`src/rtl/lcm_pkg.sv`:
```
// Shared types for the intersection light-bus conflict monitor.
// Optional fault_clear port is enabled by LCM_FAULT_CLEAR_EN.
package lcm_pkg;

    localparam logic [1:0] LC_OFF = 2'd0;
    localparam logic [1:0] LC_RED = 2'd1;
    localparam logic [1:0] LC_YEL = 2'd2;
    localparam logic [1:0] LC_GRN = 2'd3;

    localparam logic [2:0] LAMP_OFF = 3'b000;
    localparam logic [2:0] LAMP_RED = 3'b001;

    typedef enum logic [2:0] {
        FLT_NONE     = 3'd0,
        FLT_CONFLICT = 3'd1,
        FLT_ILLEGAL  = 3'd2,
        FLT_SHORT_Y  = 3'd3,
        FLT_STALL    = 3'd4
    } fault_t;

    typedef enum logic [1:0] {
        INIT,
        RUN,
        FAULT
    } state_t;

    // One-hot {G,Y,R}; code 0 lights nothing.
    function automatic logic [2:0] decode_lamp(input logic [1:0] code);
        logic [2:0] lamp;
        lamp = LAMP_OFF;
        unique case (code)
            LC_RED:  lamp = 3'b001;
            LC_YEL:  lamp = 3'b010;
            LC_GRN:  lamp = 3'b100;
            default: lamp = LAMP_OFF;
        endcase
        return lamp;
    endfunction

endpackage

```
`src/rtl/lcm_approach_checker.sv`:
```
// Per-approach sequence checker: previous code, yellow dwell,
// illegal-transition and short-yellow flags.
module lcm_approach_checker
    import lcm_pkg::*;
#(
    parameter int MIN_YEL = 2,
    parameter int CW      = 6
) (
    input  logic       clk,
    input  logic       reset,
    input  logic [1:0] code,
    input  logic       load,
    input  logic       step,
    output logic [1:0] prev_code,
    output logic       illegal,
    output logic       short_y
);

    localparam logic [CW-1:0] DWELL_SAT = CW'(MIN_YEL + 1);
    localparam logic [CW-1:0] DWELL_MIN = CW'(MIN_YEL);

    logic [CW-1:0] dwell;

    always_comb begin
        illegal = 1'b0;
        if (code != prev_code) begin
            unique case (prev_code)
                LC_GRN:  illegal = (code != LC_YEL);
                LC_YEL:  illegal = (code == LC_OFF);
                LC_RED:  illegal = (code != LC_YEL);
                default: illegal = 1'b1;
            endcase
        end
    end

    assign short_y = (prev_code == LC_YEL) && (code != LC_YEL)
                     && (dwell < DWELL_MIN);

    always_ff @(posedge clk) begin
        if (reset) begin
            prev_code <= LC_OFF;
            dwell     <= '0;
        end else if (load || step) begin
            prev_code <= code;
            if (code != LC_YEL)
                dwell <= '0;
            else if (load || prev_code != LC_YEL)
                dwell <= CW'(1);
            else if (dwell < DWELL_SAT)
                dwell <= dwell + 1'b1;
        end
    end

endmodule

```
`src/rtl/light_conflict_monitor.sv`:
```
// Light-bus receiver: decodes main/side codes to lamps and latches faults.
// Define LCM_FAULT_CLEAR_EN to add the fault_clear port.
module light_conflict_monitor
    import lcm_pkg::*;
#(
    parameter int MIN_YEL    = 2,
    parameter int MAX_HOLD   = 31,
    parameter int FLASH_HALF = 4
) (
    input  logic       clk,
    input  logic       reset,
    input  logic [1:0] main_code,
    input  logic [1:0] side_code,
`ifdef LCM_FAULT_CLEAR_EN
    input  logic       fault_clear,
`endif
    output logic [2:0] main_lamp,
    output logic [2:0] side_lamp,
    output logic       fault,
    output logic [2:0] fault_code
);

    localparam int CW = $clog2(MAX_HOLD + 2);
    localparam int FW = $clog2(FLASH_HALF + 1);
    localparam logic [CW-1:0] STALL_SAT = CW'(MAX_HOLD + 1);
    localparam logic [CW-1:0] STALL_LIM = CW'(MAX_HOLD);
    localparam logic [FW-1:0] FLASH_END = FW'(FLASH_HALF);

    state_t        state;
    fault_t        fault_id;
    logic [CW-1:0] stall_cnt;
    logic [CW-1:0] stall_nxt;
    logic [FW-1:0] flash_cnt;
    logic          flash_on;
    logic [1:0]    main_prev, side_prev;
    logic          main_ill, side_ill;
    logic          main_short, side_short;
    logic          both_live, both_off;
    logic          conflict, load, step, clear_req;

    assign both_live = (main_code != LC_OFF) && (side_code != LC_OFF);
    assign both_off  = (main_code == LC_OFF) && (side_code == LC_OFF);
    assign load      = (state == INIT) && both_live;
    assign step      = (state == RUN) && (fault_id == FLT_NONE);

`ifdef LCM_FAULT_CLEAR_EN
    assign clear_req = fault_clear && both_off;
`else
    assign clear_req = 1'b0;
`endif

    assign conflict = ((main_code == LC_GRN) && (side_code != LC_RED))
                   || ((side_code == LC_GRN) && (main_code != LC_RED));

    always_comb begin
        stall_nxt = '0;
        if ({main_code, side_code} == {main_prev, side_prev})
            stall_nxt = (stall_cnt == STALL_SAT) ? stall_cnt
                                                 : stall_cnt + 1'b1;
    end

    // Lowest-numbered cause wins when several fire together.
    always_comb begin
        fault_id = FLT_NONE;
        if (conflict)
            fault_id = FLT_CONFLICT;
        else if (main_ill || side_ill)
            fault_id = FLT_ILLEGAL;
        else if (main_short || side_short)
            fault_id = FLT_SHORT_Y;
        else if (stall_nxt > STALL_LIM)
            fault_id = FLT_STALL;
    end

    lcm_approach_checker #(.MIN_YEL(MIN_YEL), .CW(CW)) u_main (
        .clk       (clk),
        .reset     (reset),
        .code      (main_code),
        .load      (load),
        .step      (step),
        .prev_code (main_prev),
        .illegal   (main_ill),
        .short_y   (main_short)
    );

    lcm_approach_checker #(.MIN_YEL(MIN_YEL), .CW(CW)) u_side (
        .clk       (clk),
        .reset     (reset),
        .code      (side_code),
        .load      (load),
        .step      (step),
        .prev_code (side_prev),
        .illegal   (side_ill),
        .short_y   (side_short)
    );

    always_ff @(posedge clk) begin
        if (reset) begin
            state      <= INIT;
            main_lamp  <= LAMP_OFF;
            side_lamp  <= LAMP_OFF;
            fault      <= 1'b0;
            fault_code <= FLT_NONE;
            stall_cnt  <= '0;
            flash_cnt  <= '0;
            flash_on   <= 1'b0;
        end else begin
            unique case (state)
                INIT: begin
                    if (both_live) begin
                        state     <= RUN;
                        main_lamp <= decode_lamp(main_code);
                        side_lamp <= decode_lamp(side_code);
                        stall_cnt <= '0;
                    end
                end
                RUN: begin
                    if (fault_id != FLT_NONE) begin
                        state      <= FAULT;
                        fault      <= 1'b1;
                        fault_code <= fault_id;
                        main_lamp  <= LAMP_RED;
                        side_lamp  <= LAMP_RED;
                        flash_cnt  <= FW'(1);
                        flash_on   <= 1'b1;
                    end else begin
                        main_lamp <= decode_lamp(main_code);
                        side_lamp <= decode_lamp(side_code);
                        stall_cnt <= stall_nxt;
                    end
                end
                FAULT: begin
                    if (clear_req) begin
                        state      <= INIT;
                        main_lamp  <= LAMP_OFF;
                        side_lamp  <= LAMP_OFF;
                        fault      <= 1'b0;
                        fault_code <= FLT_NONE;
                        stall_cnt  <= '0;
                        flash_cnt  <= '0;
                        flash_on   <= 1'b0;
                    end else if (flash_cnt == FLASH_END) begin
                        flash_cnt <= FW'(1);
                        flash_on  <= !flash_on;
                        main_lamp <= flash_on ? LAMP_OFF : LAMP_RED;
                        side_lamp <= flash_on ? LAMP_OFF : LAMP_RED;
                    end else begin
                        flash_cnt <= flash_cnt + 1'b1;
                    end
                end
                default: state <= INIT;
            endcase
        end
    end

endmodule

```
`config.mk`:
```
export PLATFORM = sky130hd
export DESIGN_NAME = light_conflict_monitor
export DESIGN_NICKNAME = d
export VERILOG_FILES = /design/src/rtl/lcm_pkg.sv /design/src/rtl/lcm_approach_checker.sv /design/src/rtl/light_conflict_monitor.sv
export SDC_FILE = /design/constraint.sdc
export NUM_CORES = 1
export LEC_CHECK = 0
export ABC_AREA = 1
export CORE_UTILIZATION = 35
export CTS_BUF_LIST = sky130_fd_sc_hd__clkbuf_16
export DETAILED_ROUTE_END_ITERATION = 10
export GPL_ROUTABILITY_DRIVEN = 1
export GPL_TIMING_DRIVEN = 0
export PLACE_DENSITY = 0.61
export SLEW_MARGIN = 20
export SYNTH_ARGS = -nofsm -noshare
export SYNTH_HDL_FRONTEND = slang
export SYNTH_SLANG_ARGS = --single-unit
```
`constraint.sdc`:
```
create_clock -name clk -period 3 [get_ports clk]
set_input_delay 0.9 -clock clk [delete_from_list [all_inputs] [get_ports clk]]
set_output_delay 0.9 -clock clk [all_outputs]
set_load 0.02 [all_outputs]
```
Word level (Yosys, flattened, before mapping)
Cells that the tools add are included.

storage, ports and cells
  output and inout port bits = 10
  input bits = 6
  word-level logic and storage cells = 127
  bits in registers = 38

operators by class
  reduce and logical (&&, ||, !) cells = 38
  mux-type cells = 38
  bitwise logic cells = 1
  equality and inequality tests = 29
  $add $sub $neg = 4
  magnitude comparators = 5

operator list
  cell                                                                   count
  6-bit 2-to-1 mux                                                       10
  3-bit one-hot mux with 3 select lines                                  4
  3-bit 2-to-1 mux                                                       11
  6-bit by 2-bit < comparator with 1-bit output, second input constant   4
  6-bit by 1-bit adder with 6-bit output, second input constant          3
  2-bit equality test, second input constant                             9
  2-bit != test, second input constant                                   7
  6-bit one-hot mux with 2 select lines                                  1
  3-bit AND reduction                                                    4
  3-bit nonzero test                                                     4
  2-bit by 1-bit equality test with 1-bit output, second input constant  5
  1-bit logical AND                                                      9
  2-bit AND reduction                                                    4
  2-bit nonzero test                                                     4
  6-bit equality test, second input constant                             1
  6-bit by 5-bit > comparator with 1-bit output, second input constant   1
  2-bit zero test                                                        3
  1-bit logical OR                                                       6
  2-bit by 1-bit != test with 1-bit output, second input constant        3
  1-bit one-hot mux with 2 select lines                                  3
  2-bit one-hot mux with 3 select lines                                  1
  3-bit one-hot mux with 2 select lines                                  1
  1-bit 2-to-1 mux                                                       5
  4-bit equality test                                                    1
  other kinds (8)                                                        11

Logic depth before layout (Yosys ltp)
  word-level depth = 12
  depth in mapped cells = 13
  gate-level depth less buffers = 13

Cells and area by module
A second synthesis with hierarchy kept.

unflattened totals
  cell total of the unflattened synthesis = 345
  area total of the unflattened synthesis = 2,362.3 µm²

by module, submodules not included
  module                  times used  cells each  area an instance (µm²)
  light_conflict_monitor  1           227         1,541.5
  lcm_approach_checker    2           59          410.4

Least setup slack after synthesis
OpenSTA, ideal clock, no wires.

  path type = input to register
  start = input main_code[1]
  end = register u_main.dwell[0]
  required time = 2.887 ns
  arrival time = 1.900 ns
  cell stages on the path = 12
  setup slack = 0.987 ns
  path buffers = 0
  path through = inv_2 -> nand2_2 -> nand2_1 -> nor2_2 -> inv_2 -> nand3_1 -> nor3_1 -> o21ai_2 -> nand2_4 -> nand2_1 -> nand2_1 -> nor2_1

between the ends
  cells in the longest elaborated chain, start to end = 11
  elaborated cells on any way between the ends = 32

ends and longest elaborated chain
  element                                                                                    line                                                        source
  start, declared                                                                            light_conflict_monitor.sv:12                                input logic [1:0] main_code,
  4-bit equality test / 2-bit != test (equally long branches)                                -
  6-bit 2-to-1 mux / 1-bit logical AND (equally long branches)                               light_conflict_monitor.sv:57, lcm_approach_checker.sv:36
  6-bit by 5-bit > comparator with 1-bit output / 1-bit logical AND (equally long branches)  light_conflict_monitor.sv:71, lcm_approach_checker.sv:37
  3-bit 2-to-1 mux / 1-bit logical OR (equally long branches)                                light_conflict_monitor.sv:71, light_conflict_monitor.sv:69
  3-bit 2-to-1 mux                                                                           light_conflict_monitor.sv:69                                else if (main_short || side_short)
  3-bit 2-to-1 mux                                                                           light_conflict_monitor.sv:67                                else if (main_ill || side_ill)
  3-bit 2-to-1 mux                                                                           light_conflict_monitor.sv:65                                if (conflict)
  3-bit zero test                                                                            light_conflict_monitor.sv:44                                assign step = (state == RUN) && (fault_id == FLT_NONE);
  1-bit logical AND                                                                          light_conflict_monitor.sv:44
  1-bit logical OR                                                                           lcm_approach_checker.sv:43                                  end else if (load || step) begin
  2-bit AND reduction (no source line)                                                       -
  end signal, assigned                                                                       lcm_approach_checker.sv:50                                  dwell <= dwell + 1'b1;
  end, declared                                                                              lcm_approach_checker.sv:22                                  logic [CW-1:0] dwell;

Parallel ways exist; a longest one is shown, timed or not.
A chain may end at the register's enable or synchronous reset.

Final worst setup path
  start = input main_code[0]
  end = register stall_cnt[1]

between the ends
  cells in the longest elaborated chain, start to end = 10
  elaborated cells on any way between the ends = 29

ends and longest elaborated chain
  element                                                                                    line                                                        source
  4-bit equality test / 2-bit != test (equally long branches)                                -
  6-bit 2-to-1 mux / 1-bit logical AND (equally long branches)                               light_conflict_monitor.sv:57, lcm_approach_checker.sv:36
  6-bit by 5-bit > comparator with 1-bit output / 1-bit logical AND (equally long branches)  light_conflict_monitor.sv:71, lcm_approach_checker.sv:37
  3-bit 2-to-1 mux / 1-bit logical OR (equally long branches)                                light_conflict_monitor.sv:71, light_conflict_monitor.sv:69
  3-bit 2-to-1 mux                                                                           light_conflict_monitor.sv:69
  3-bit 2-to-1 mux                                                                           light_conflict_monitor.sv:67
  3-bit 2-to-1 mux                                                                           light_conflict_monitor.sv:65
  3-bit nonzero test                                                                         light_conflict_monitor.sv:118                               if (fault_id != FLT_NONE) begin
  2-bit != test (no source line)                                                             -
  3-bit AND reduction (no source line)                                                       -
  end signal, assigned                                                                       light_conflict_monitor.sv:129                               stall_cnt <= stall_nxt;
  end, declared                                                                              light_conflict_monitor.sv:31                                logic [CW-1:0] stall_cnt;

Parallel ways exist; a longest one is shown, timed or not. The select of a mux whose other input is x is not followed.

==> metrics <==
Detail Placement HPWL=~3200 µm; endpoints failing hold=0; share of the synthesized area in the top cell type=0.3608; ANT cells=0; Final nets=around 350; CTS Buffer Depth=2; Pint=about 0.0012 W; Critical Path End Type=flip-flop; share of flip-flops with an asynchronous set or reset=0; RSZ-0062 raised after global routing=no; DIE AREA=around 6300 µm²; Final Slew Violations=0; Worst-Margin Slew=526.9 ps; number of hold buffers added after CTS=0; first-pass GRT wire length=a little under 8000 µm; WL/cell=between 10 and 15 µm; crit start category=input port; Layout area overhead=17.92%; TritonCTS Sinks=38; CP max stage cell=clkdlybuf4s50_1; via/cell ratio=4.661; Avg Synthesized Cell Area=roughly 7 µm²; cell family with most CP delay=simple AND/OR/NAND/NOR gates; worst path bufs/invs=3; initial DRC count=76; Final Critical Period=around 2600 ps; total track usage=0.1566; number of global-route vias before repair=1758; leading cell type by number of instances after synthesis=nand2_1; sequential share of the synthesized area=0.3608; synth unique cells=30; Inst Count DP=slightly below 400; CTS buffer count=5; critical path arrival=~2800 ps; Final period util=0.8672; Switching Fraction=0.3891; peak fanout along the critical path=7; Slew headroom=0.6487; layout cells sized above 1=0.09639; Clock Latency Late Sink=280 ps; syn nets=between 300 and 400; antenna-violating nets left=0; Synth Flop Type=dfxtp_1; Pre-antenna DRT Iters=4; number of flops mapped to enable cells by yosys=0; Final Skew=just over 6 ps; status=completed; CP Class=input port to flip-flop; worst hold path type=flip-flop to flip-flop; synthesized flop and latch total=38; Peak Freq=384.4 MHz; Initial Util=0.3737; Synth Instances=between 300 and 400; drc violations=0; Ports=16; synthesized area=~2100 µm²; Cell Pwr Density=795.4 nW/µm²; Die X=79.61 µm; combinational power share=0.410; Overflow after GRT=0; Final Util=0.4407; chip height=approximately 80 µm; Leak Pwr=roughly 1.1 nW; initial antenna violation count=0; sequential share of power=0.337; most used cell, CP=nand2_1; flop-to-flop setup slack=between 1000 and 1500 ps; Post-CTS Setup Bufs=0; Syn. warnings=0; final setup vio count=0; Slowest Stage Delay on Critical Path=a little over 600 ps; Reg clk slew, reported paths=about 60 ps; maximum vdd drop=around 0.00035 V; CTS tree=done; GP Congestion=slightly above 0.8; Clk pwr share=0.253; area leader, netlist=dfxtp_1; Core ar.=5642 µm²; root buf cell=clkbuf_16; Net Sw Power=roughly 0.00077 W; htree depth=2; Cell Chain, Critical Path=clkdlybuf4s50_1 -> inv_2 -> nand2_2 -> nand2_1 -> nand2_1 -> inv_1 -> nor2_1 -> nand2_1 -> o21ai_1 -> nor2_1; # rows=27; setup TNS=0 ps; IO Port Bufs=15; fill cell count=about 590; wirelength, routed=around 4300 µm; Synth area leaders=dfxtp_1, nand2_1, nor2_1, inv_1, ha_1; top cells by count, synth=nand2_1, nor2_1, dfxtp_1, inv_1, a21oi_1; vias post-DR=between 1500 and 2000; Max Cap Viol=0; Final Non-Filler Cells=a little over 400; largest net degree at the start of global routing=12; number of cells upsized or downsized after cts=0; WP data required=around 3200 ps
==> state kept, by name, indices dropped and copies added (netlist names), 2 cells and up <==
signal / cells
u_side.dwell: 6
flash_cnt: 3
u_main.dwell: 6
main_lamp: 3
u_main.prev_code: 2
stall_cnt: 6
fault_code: 3
state: 2
u_side.prev_code: 2
side_lamp: 3
==> metrics by stage <==
step | setup WS (ps) | total power (W) | cell area, µm² | hold WS [ps]
finish | 398.4 | 0.001978 | 2486 | 438.2
global route | 230.7 | 0.002144 | 2486 | 458.8
CTS | 417.2 | 0.002002 | 2486 | 440.5
detailed placement | 120.0 | 0.001495 | 2349 | 428.2
global placement | 110.0 | 0.001490 | 2349 | 424.9
floorplan | 986.9 | 0.001267 | 2108 | 416.9
==> layout by cell type, fill, tap and decap left out, drive strengths merged, types with 7 or more instances in the layout <==
| cell type | instances |
|---|---|
| a21oi | 22 |
| nand2 | 86 |
| clkbuf | 7 |
| o21ai | 23 |
| ha | 9 |
| inv | 38 |
| nand3 | 21 |
| dfxtp | 38 |
| nor2 | 52 |
| clkdlybuf4s50 | 15 |
==> layout make-up <==
cell class,instances,area (µm²),share of cell area
Clock buffer,5,125.1,0.05033
Multi-Input combinational cell,228,1171,0.4711
Inverter,38,142.6,0.05737
Clock inverter,3,12.51,0.005033
Buffer,5,33.78,0.01359
Sequential cell,38,760.7,0.3060
Tap cell,72,90.09,0.03624
Timing Repair Buffer,15,150.1,0.06039
==> cell families after synthesis <==
family,synth area share
simple gates,0.3531
compound gates,0.1240
buf+inv,0.08368
flops,0.3608
fa+ha+maj,0.05341
xor+xnor,0.02493
==> layer usage <==
metal / up-vias / routed length (µm) / global-route usage
met5: - / 0 / 0
li1: 1028 / - / -
met2: 29 / 1816 / 0.2487
met4: 0 / 46 / 0.05091
met1: 818 / 2251 / 0.1997
met3: 8 / 168 / 0.04914
==> worst paths after layout <==
check,start,to,depth (start not counted)
min reg2reg,u_side.dwell[2],u_side.dwell[2],2
max reg2reg,state[0],u_main.dwell[0],12
min,u_side.dwell[2],u_side.dwell[2],2
max,main_code[0],stall_cnt[1],10
==> power groups by stage <==
stage                     combinational, W  sequential, W  clock (W)
after CTS                         0.000819       0.000668   0.000515
after global routing              0.000925       0.000680   0.000539
final                             0.000811       0.000667   0.000500
after detailed placement          0.000816       0.000679          0
after global placement            0.000812       0.000678          0
after floorplan                   0.000543       0.000723          0
==> tightest hold or removal path, stage by stage (launching register included) <==
cell and delay [ps]:
dfxtp_1 310, nand2_1 60, nor2_1 30
No activity file was read; power rests on OpenSTA's default activity.
